===== config.mk =====
export PLATFORM = sky130hd
export DESIGN_NAME = gate_route_ctrl
export DESIGN_NICKNAME = d
export VERILOG_FILES = /design/src/rtl/gate_route_ctrl_pkg.sv /design/src/rtl/gate_route_ctrl_rr_arb.sv /design/src/rtl/gate_route_ctrl.sv
export SDC_FILE = /design/constraint.sdc
export NUM_CORES = 1
export LEC_CHECK = 0
export ABC_AREA = 1
export BUFFER_PORTS_ARGS = -buffer_cell sky130_fd_sc_hd__buf_2
export CAP_MARGIN = 10
export CORE_UTILIZATION = 50
export CTS_CLUSTER_SIZE = 25
export DETAILED_ROUTE_END_ITERATION = 10
export PLACE_DENSITY = 0.71
export SLEW_MARGIN = 20
export SYNTH_ARGS = -nofsm -noshare
export SYNTH_HDL_FRONTEND = slang
export SYNTH_SLANG_ARGS = --single-unit

===== constraint.sdc =====
create_clock -name aclk -period 4.2 [get_ports aclk]
set_clock_uncertainty 0.05 [all_clocks]
set_input_delay 0.84 -clock aclk [delete_from_list [all_inputs] [get_ports aclk]]
set_output_delay 0.84 -clock aclk [all_outputs]
set_load 0.1 [all_outputs]

===== src/rtl/gate_route_ctrl_pkg.sv =====
// Shared types for the gate routing controller: decision codes, table entries, route bytes.
package gate_route_ctrl_pkg;

  localparam int unsigned GATE_TAG_BITS  = 5;
  localparam int unsigned GATE_CNT_BITS  = 4;
  localparam int unsigned GATE_PORT_BITS = 2;

  typedef enum logic [1:0] {
    GATE_OK     = 2'd0,
    GATE_NOCAP  = 2'd1,
    GATE_TAGERR = 2'd2,
    GATE_BUSY   = 2'd3
  } gate_code_t;

  typedef struct packed {
    logic                     valid;
    logic [GATE_TAG_BITS-1:0] tag;
  } cap_entry_t;

  // Route byte layout: [7:3] tag, [2] reserved, [1:0] destination
  typedef struct packed {
    logic [GATE_TAG_BITS-1:0]  tag;
    logic                      rsvd;
    logic [GATE_PORT_BITS-1:0] dest;
  } route_t;

endpackage


===== src/rtl/gate_route_ctrl_rr_arb.sv =====
// Round-robin picker: first asserted request at or after the pointer, wrapping at N.
module gate_route_ctrl_rr_arb #(
  parameter int unsigned N = 4
) (
  input  logic [N-1:0] req,
  input  logic [2:0]   ptr,
  output logic [N-1:0] gnt,
  output logic [2:0]   idx,
  output logic         any
);

  localparam int unsigned IW = (N > 1) ? $clog2(N) : 1;

  // Scan N candidates starting at the pointer, keep the first hit
  always_comb begin
    int unsigned c;
    gnt = '0;
    idx = '0;
    any = 1'b0;
    c   = 0;
    for (int unsigned i = 0; i < N; i++) begin
      c = (32'(ptr) + i) % N;
      if (!any && req[IW'(c)]) begin
        any           = 1'b1;
        idx           = 3'(c);
        gnt[IW'(c)]   = 1'b1;
      end
    end
  end

endmodule


===== src/rtl/gate_route_ctrl.sv =====
// Gate routing controller: owns the capability table, arbitrates ingress route
// requests, validates them against table and per-destination credit, and issues
// one grant/deny decision at a time toward the UL port mux.
module gate_route_ctrl
  import gate_route_ctrl_pkg::*;
#(
  parameter int unsigned N_REQ        = 4,
  parameter int unsigned N_DESTS      = 4,
  parameter int unsigned MAX_INFLIGHT = 4
) (
  input  logic                 aclk,
  input  logic                 aresetn,
  input  logic                 cap_wr_valid,
  output logic                 cap_wr_ready,
  input  logic [7:0]           cap_wr_data,
  input  logic [N_REQ-1:0]     req_valid,
  output logic [N_REQ-1:0]     req_ready,
  input  logic [N_REQ*8-1:0]   req_route,
  output logic                 gnt_valid,
  input  logic                 gnt_ready,
  output logic [2:0]           gnt_req,
  output logic [1:0]           gnt_port,
  output logic [1:0]           gnt_code,
  input  logic                 rel_valid,
  input  logic [1:0]           rel_port,
  output logic [N_DESTS-1:0]   cap_valid_out
);

  localparam logic [1:0] ST_IDLE   = 2'd0;
  localparam logic [1:0] ST_LOOKUP = 2'd1;
  localparam logic [1:0] ST_OUT    = 2'd2;

  logic [1:0]               state_q, state_d;
  cap_entry_t               tbl [N_DESTS];
  logic [GATE_CNT_BITS-1:0] cnt [N_DESTS];
  logic [2:0]               rr_ptr;
  logic [2:0]               req_q;
  route_t                   route_q;

  logic [N_REQ-1:0]         arb_gnt;
  logic [2:0]               arb_idx;
  logic                     arb_any;
  logic                     accept;
  route_t                   sel_route;
  gate_code_t               code_c;
  logic                     hs;
  logic [N_DESTS-1:0]       inc_vec;
  logic [N_DESTS-1:0]       dec_vec;
  logic                     unused_rsvd;

  gate_route_ctrl_rr_arb #(.N(N_REQ)) u_arb (
    .req (req_valid),
    .ptr (rr_ptr),
    .gnt (arb_gnt),
    .idx (arb_idx),
    .any (arb_any)
  );

  assign unused_rsvd = route_q.rsvd;
  assign accept      = (state_q == ST_IDLE) && arb_any && cap_wr_ready;
  assign req_ready   = accept ? arb_gnt : '0;
  assign hs          = gnt_valid && gnt_ready;

  // Route byte of the requester currently being picked
  always_comb begin
    sel_route = '0;
    for (int unsigned i = 0; i < N_REQ; i++) begin
      if (arb_gnt[i]) sel_route = req_route[8*i +: 8];
    end
  end

  // Decision from the table and counters as they stand this cycle
  always_comb begin
    cap_entry_t               ent;
    logic [GATE_CNT_BITS-1:0] cur;
    logic                     hit;
    ent    = '0;
    cur    = '0;
    hit    = 1'b0;
    code_c = GATE_OK;
    for (int unsigned d = 0; d < N_DESTS; d++) begin
      if (route_q.dest == 2'(d)) begin
        hit = 1'b1;
        ent = tbl[d];
        cur = cnt[d];
      end
    end
    if (!hit || !ent.valid)                         code_c = GATE_NOCAP;
    else if (route_q.tag != ent.tag)                code_c = GATE_TAGERR;
    else if (cur == GATE_CNT_BITS'(MAX_INFLIGHT))   code_c = GATE_BUSY;
    else                                            code_c = GATE_OK;
  end

  // Per-destination credit take (granted handshake) and return strobes
  always_comb begin
    inc_vec = '0;
    dec_vec = '0;
    for (int unsigned d = 0; d < N_DESTS; d++) begin
      inc_vec[d] = hs && (gnt_code == GATE_OK) && (gnt_port == 2'(d));
      dec_vec[d] = rel_valid && (rel_port == 2'(d));
    end
  end

  // Status view of the table valid bits
  always_comb begin
    cap_valid_out = '0;
    for (int unsigned d = 0; d < N_DESTS; d++) cap_valid_out[d] = tbl[d].valid;
  end

  // FSM state register
  always_ff @(posedge aclk or negedge aresetn) begin
    if (!aresetn) state_q <= ST_IDLE;
    else          state_q <= state_d;
  end

  // FSM next state
  always_comb begin
    state_d = state_q;
    case (state_q)
      ST_IDLE:   if (accept)    state_d = ST_LOOKUP;
      ST_LOOKUP:                state_d = ST_OUT;
      ST_OUT:    if (gnt_ready) state_d = ST_IDLE;
      default:                  state_d = ST_IDLE;
    endcase
  end

  // Accept latch, round-robin pointer and registered decision outputs
  always_ff @(posedge aclk or negedge aresetn) begin
    if (!aresetn) begin
      cap_wr_ready <= 1'b0;
      rr_ptr       <= '0;
      req_q        <= '0;
      route_q      <= '0;
      gnt_valid    <= 1'b0;
      gnt_req      <= '0;
      gnt_port     <= '0;
      gnt_code     <= '0;
    end else begin
      cap_wr_ready <= 1'b1;
      if (accept) begin
        req_q   <= arb_idx;
        route_q <= sel_route;
        rr_ptr  <= (32'(arb_idx) + 32'd1 >= N_REQ) ? 3'd0 : arb_idx + 3'd1;
      end
      if (state_q == ST_LOOKUP) begin
        gnt_valid <= 1'b1;
        gnt_req   <= req_q;
        gnt_port  <= route_q.dest;
        gnt_code  <= 2'(code_c);
      end else if (hs) begin
        gnt_valid <= 1'b0;
      end
    end
  end

  // Capability table; writes to nonexistent destinations fall through
  always_ff @(posedge aclk or negedge aresetn) begin
    if (!aresetn) begin
      for (int unsigned d = 0; d < N_DESTS; d++) tbl[d] <= '0;
    end else if (cap_wr_valid) begin
      for (int unsigned d = 0; d < N_DESTS; d++) begin
        if (cap_wr_data[1:0] == 2'(d)) begin
          tbl[d].valid <= cap_wr_data[2];
          tbl[d].tag   <= cap_wr_data[7:3];
        end
      end
    end
  end

  // In-flight counters; take and return on the same edge cancel out
  always_ff @(posedge aclk or negedge aresetn) begin
    if (!aresetn) begin
      for (int unsigned d = 0; d < N_DESTS; d++) cnt[d] <= '0;
    end else begin
      for (int unsigned d = 0; d < N_DESTS; d++) begin
        if (inc_vec[d] && !dec_vec[d])
          cnt[d] <= cnt[d] + GATE_CNT_BITS'(1);
        else if (dec_vec[d] && !inc_vec[d] && (cnt[d] != '0))
          cnt[d] <= cnt[d] - GATE_CNT_BITS'(1);
      end
    end
  end

endmodule


Word level (Yosys, flattened, before mapping) --
Index checks and enable logic that the tools add are counted.
Storage, ports and cells: flip-flop bits (word level) 63, word-level logic and storage cells 192
Operators by class: $add $sub $neg 13, $lt $le $gt $ge 9, equality and inequality tests 18, multiplexer cells 62, bitwise logic cells 3, reductions and logical operators 65
Operator list (number):
- two-way mux 4 bit | 17
- two-way mux 8 bit | 4
- logical AND 1 bit | 31
- two-way mux 6 bit | 4
- equality test 2 bit (second input constant) | 9
- two-way mux 1 bit | 18
- adder 4 x 1 -> 4 bit (second input constant) | 4
- nonzero test 4 bit | 4
- subtractor 4 x 1 -> 4 bit (second input constant) | 4
- two-way mux 2 bit | 7
- zero test 1 bit | 13
- zero test 2 bit | 6
- < comparator 2 x 3 -> 1 bit (second input constant) | 4
- OR 4 bit | 3
- equality test 2 x 1 -> 1 bit (second input constant) | 5
- AND reduction 2 bit | 5
- nonzero test 2 bit | 5
- two-way mux 3 bit | 3
- binary-select mux 1 bit (select 2 bit) | 4
- demux 1 bit (select 2 bit) | 4
- greater-or-equal comparator 2 x 1 -> 1 bit (second input constant) | 4
- one-hot mux 2 bit (3 select lines) | 1
- inequality test 5 bit | 1
- adder 2 x 1 -> 2 bit (second input constant) | 2
- other kinds (6) | 8

Depth between registers and ports, before layout --
depth after elaboration 16, depth in mapped cells 16

Cells and area by module --
A second synthesis with hierarchy kept.
Second synthesis, totals: cell total of the unflattened synthesis 512, area, all modules 3988.8 µm²
Modules (own cells, without submodules):
- gate_route_ctrl | times used 1, cells an instance 436, area each 3537.1 µm²
- gate_route_ctrl_rr_arb | times used 1, cells an instance 76, area each 451.7 µm²

Worst setup path after synthesis --
Ideal clock, no wire load.
kind register to output, start reg rr_ptr[1], end out req_ready[2], data arrival time 2.428 ns, data required time 3.310 ns, path slack 0.882 ns, stages on the path, launching flop included 13, path buffers 1, path through dfrtp_1 -> inv_1 -> ha_1 -> inv_1 -> nand3_1 -> nand2_2 -> nand3_1 -> nor2_4 -> nand2_1 -> nand3_2 -> buf_6 -> nand2_1 -> inv_1
Between the ends: cells in the longest elaborated chain, start to end 15
Ends and longest elaborated chain:
- start, declared | RTL line gate_route_ctrl.sv:36 | logic [2:0] rr_ptr;
- start signal, assigned | RTL line gate_route_ctrl.sv:143 | rr_ptr <= (32'(arb_idx) + 32'd1 >= N_REQ) ? 3'd0 : arb_idx + 3'd1;
- parallel branches: the longest is 14 deep, another holds < comparator 2 x 3 -> 1 bit
- two-way mux 4 bit (*) | RTL line gate_route_ctrl.sv:61 | assign req_ready = accept ? arb_gnt : '0;
- end, declared | RTL line gate_route_ctrl.sv:17 | output logic [N_REQ-1:0] req_ready,
Every way passes the cells marked *. The select of a mux whose other input is x is not followed.

==> flow_summary_export.csv <==
group,metric,value,unit
yosys,yosys.area.top_type_share,0.384,
global_route,antenna_found_initial,0,
clock_network,clk_pin_slew,0.06,ns
power,p_comb_frac,0.568,
layout,fin_area,4540,um^2
yosys,yosysMostFrequentCell,"nand2_1",
yosys,synth-simple-area-share,0.261,
yosys,async_flop_share,1.00,
clock_network,cts_max_level,3,
sta,finalHoldViolCount,0,
drt,routedWlPerCell,12.8,um
drt,drt_pass1_iterations,5,
sta,tns,0,ns
drt,drc,0,
placed_design,preCtsSetupSlack,0.713,ns
sta,fmax,259,MHz
clock_network,ctsResizeCount,0,
critical_path,ff2ff_setup_slack,1.56,ns
drt,ant_nets,0,
yosys,synth_nets,573,
floorplanning,die_h,91.1,um
hold_path,hold_path_class,"reg -> reg",
yosys,synth_mux_area_frac,0.00851,
layout,diodes,0,
yosys,synth_area,3970,um^2
placed_design,dp_cells,652,
status,status,"completed",
sta,timing.final.ws_setup,0.338,ns
floorplanning,pin_count,68,
yosys,ys_seq_area_frac,0.384,
drt,vias_per_cell,5.13,
floorplanning,coreArea,7690,um^2
clock_network,cts.path.max_buffers,2,
global_route,overflow,0,
yosys,synth_compound_area_frac,0.145,
yosys,synth_flop_cell,"dfrtp_1",
critical_path,cp_max_fo,15,
placed_design,port_buffers,62,
yosys,synth_cells,503,
yosys,syn_area_per_cell,7.90,um^2
global_route,grt_max_degree,33,
critical_path,crit_type,"reg -> out",
clock_network,postCtsSetupRepairBufs,0,
sta,slew_headroom,0.523,
clock_network,postCtsHoldBufs,0,
yosys,synthTopCellsByCount,"nand2_1, inv_1, dfrtp_1",
clock_network,cts_made_buffers,9,
yosys,synth_cell_types,45,
yosys,synth_top_family_by_area,"simple AND/OR/NAND/NOR gates",
placed_design,hpwl,6350,um
yosys,synth_edf_count,0,
layout,area_growth,14.3,%
power,swShare,0.508,
global_route,grt_pass1_wl,14800,um
drt,vias,3429,
power,leakagePower,0.00236,uW
flow_run,cap_violations,0,
sta,final_max_slew_viol_count,0,
power,seq_power_share,0.267,
yosys,synth-seq-cells,61,
critical_path,end_kind,"primary output",
placed_design,postPlaceCellArea,4300,um^2
drt,drt_iter0_drc,135,
global_route,gr-usage-all-layers,0.219,
floorplanning,rows,32,
power,power.switching,1960,uW
sta,fin_crit_sh,0.919,
drt,drt_wl_total,8540,um
critical_path,cp-start-kind,"flop",
sta,setup_viol,0,
layout,nets,631,
floorplanning,fp.dieW,91.1,um
layout,stdcell_count,668,
yosys,synth_area_leader_cell,"dfrtp_1",
yosys,synth_area_leaders,"dfrtp_1, nand2_1, o21ai_0, inv_1, ha_1",
clock_network,cts_root_buffer,"clkbuf_8",
clock_network,clock-sinks,61,
critical_path,worstPathArrival,2.97,ns
sta,tightest_slew,0.716,ns
floorplanning,start_util,0.517,
floorplanning,die_area,8300,um^2
sta,rsz0062_at_grt,"false",
power,p_int,1890,uW
layout,drive_above_1_share,0.203,
clock_network,clkLatencyLatePin,0.34,ns
global_route,grt_pass1_vias,3331,
power,p_per_area,849,nW/um^2
yosys,synthAdderAreaFrac,0.0674,
yosys,yosysWarnings,0,
clock_network,cts_tree,"done",
yosys,synth_xor_area_frac,0.0375,
placed_design,gp_congestion,0.857,
power,pwr-share-clk,0.165,
critical_path,worstPathRequired,3.31,ns
sta,fin_crit,3.86,ns
layout,fillers,731,
power,ir_drop,0.713,mV
cells in the final DEF (no fill, tap or decap), drive strengths merged:
| cell | n |
|---|---|
| bufinv | 3 |
| o21ai | 57 |
| mux2 | 3 |
| o21bai | 2 |
| a22oi | 1 |
| ha | 15 |
| dfrtp | 61 |
| nand3 | 26 |
| nor2 | 14 |
| conb | 2 |
| o41ai | 2 |
| a21boi | 4 |
| and3 | 3 |
| a21o | 1 |
| a211oi | 3 |
| nor4 | 4 |
| nand2 | 151 |
| nand4 | 4 |
| clkbuf | 12 |
| o211ai | 1 |
| fa | 4 |
| xor2 | 14 |
| o311ai | 1 |
| nor3b | 1 |
| a21oi | 27 |
| nor3 | 9 |
| buf | 63 |
| a31oi | 1 |
| nand3b | 3 |
| inv | 66 |
| or2 | 4 |
| clkinv | 1 |
| xnor2 | 3 |
cell families after synthesis:
| kind of cell | count (synthesis) |
|---|---|
| compound gates | 100 |
| xor+xnor | 17 |
| other cells | 2 |
| mux | 3 |
| simple gates | 219 |
| buf+inv | 82 |
| flops | 61 |
| fa+ha+maj | 19 |
routing by layer:
| layer | up-vias | share of wire | GRT usage |
|---|---|---|---|
| li1 | 1746 | - | - |
| met1 | 1590 | 0.47 | 0.289 |
| met2 | 87 | 0.47 | 0.370 |
| met3 | 6 | 0.047 | 0.0436 |
| met4 | 0 | 0.0071 | 0.0556 |
| met5 | - | 0 | 0 |
registers in the layout, summed over array words and instances, names as in the netlist, named ones only:
name / count
cnt: 16
route_q: 7
cap_wr_ready: 1
tbl: 20
state_q: 2
req_q: 2
cap_valid_out: 4
rr_ptr: 1
gnt_port: 2
gnt_code: 2
gnt_req: 2
gnt_valid: 1
area by class of cell:
class,count,area (um^2),share of cell area
Multi-Input combinational cell,360,2070,0.456
Sequential cell,61,1530,0.336
Timing Repair Buffer,63,318,0.0700
Inverter,66,255,0.0562
Clock buffer,12,145,0.0320
Tap cell,102,128,0.0281
Clock inverter,4,95.1,0.0210
power groups by stage:
stage	registers [uW]	logic, uW	clock network (uW)
after floorplan	1160	1690	0
after global placement	1030	2120	0
after detailed placement	1040	2180	0
after CTS	1030	2190	645
after global routing	1060	2440	674
final	1030	2190	634
metrics by stage:
stage | total power, uW | util | hold WS (ns)
after floorplan | 2850 | - | 0.398
after global placement | 3150 | 0.559 | 0.411
after detailed placement | 3220 | 0.559 | 0.419
after CTS | 3860 | 0.590 | 0.440
after global routing | 4170 | 0.590 | 0.465
final | 3850 | 0.590 | 0.435
critical path, stage by stage (launching register included):
cell     delay, ns
dfrtp_1       0.68
inv_6         0.11
ha_1          0.38
inv_1         0.14
nand3_1       0.10
nand2_2       0.10
nand3_1       0.12
nor2_4        0.13
nand2_1       0.08
nand3_2       0.24
nand2_1       0.08
inv_1         0.06
buf_2         0.41
worst paths after layout:
kind,cells after the start,end,from
setup reg to reg,13,rr_ptr[1],flop
hold / removal,2,tbl[3],tbl[3]
hold reg to reg,2,tbl[3],tbl[3]
min in group asynchronous,1,cnt[0],aresetn
setup / recovery,12,req_ready[3],flop
max in group asynchronous,2,rr_ptr[1],aresetn
Note: power is estimated with default switching activity, not from simulation.
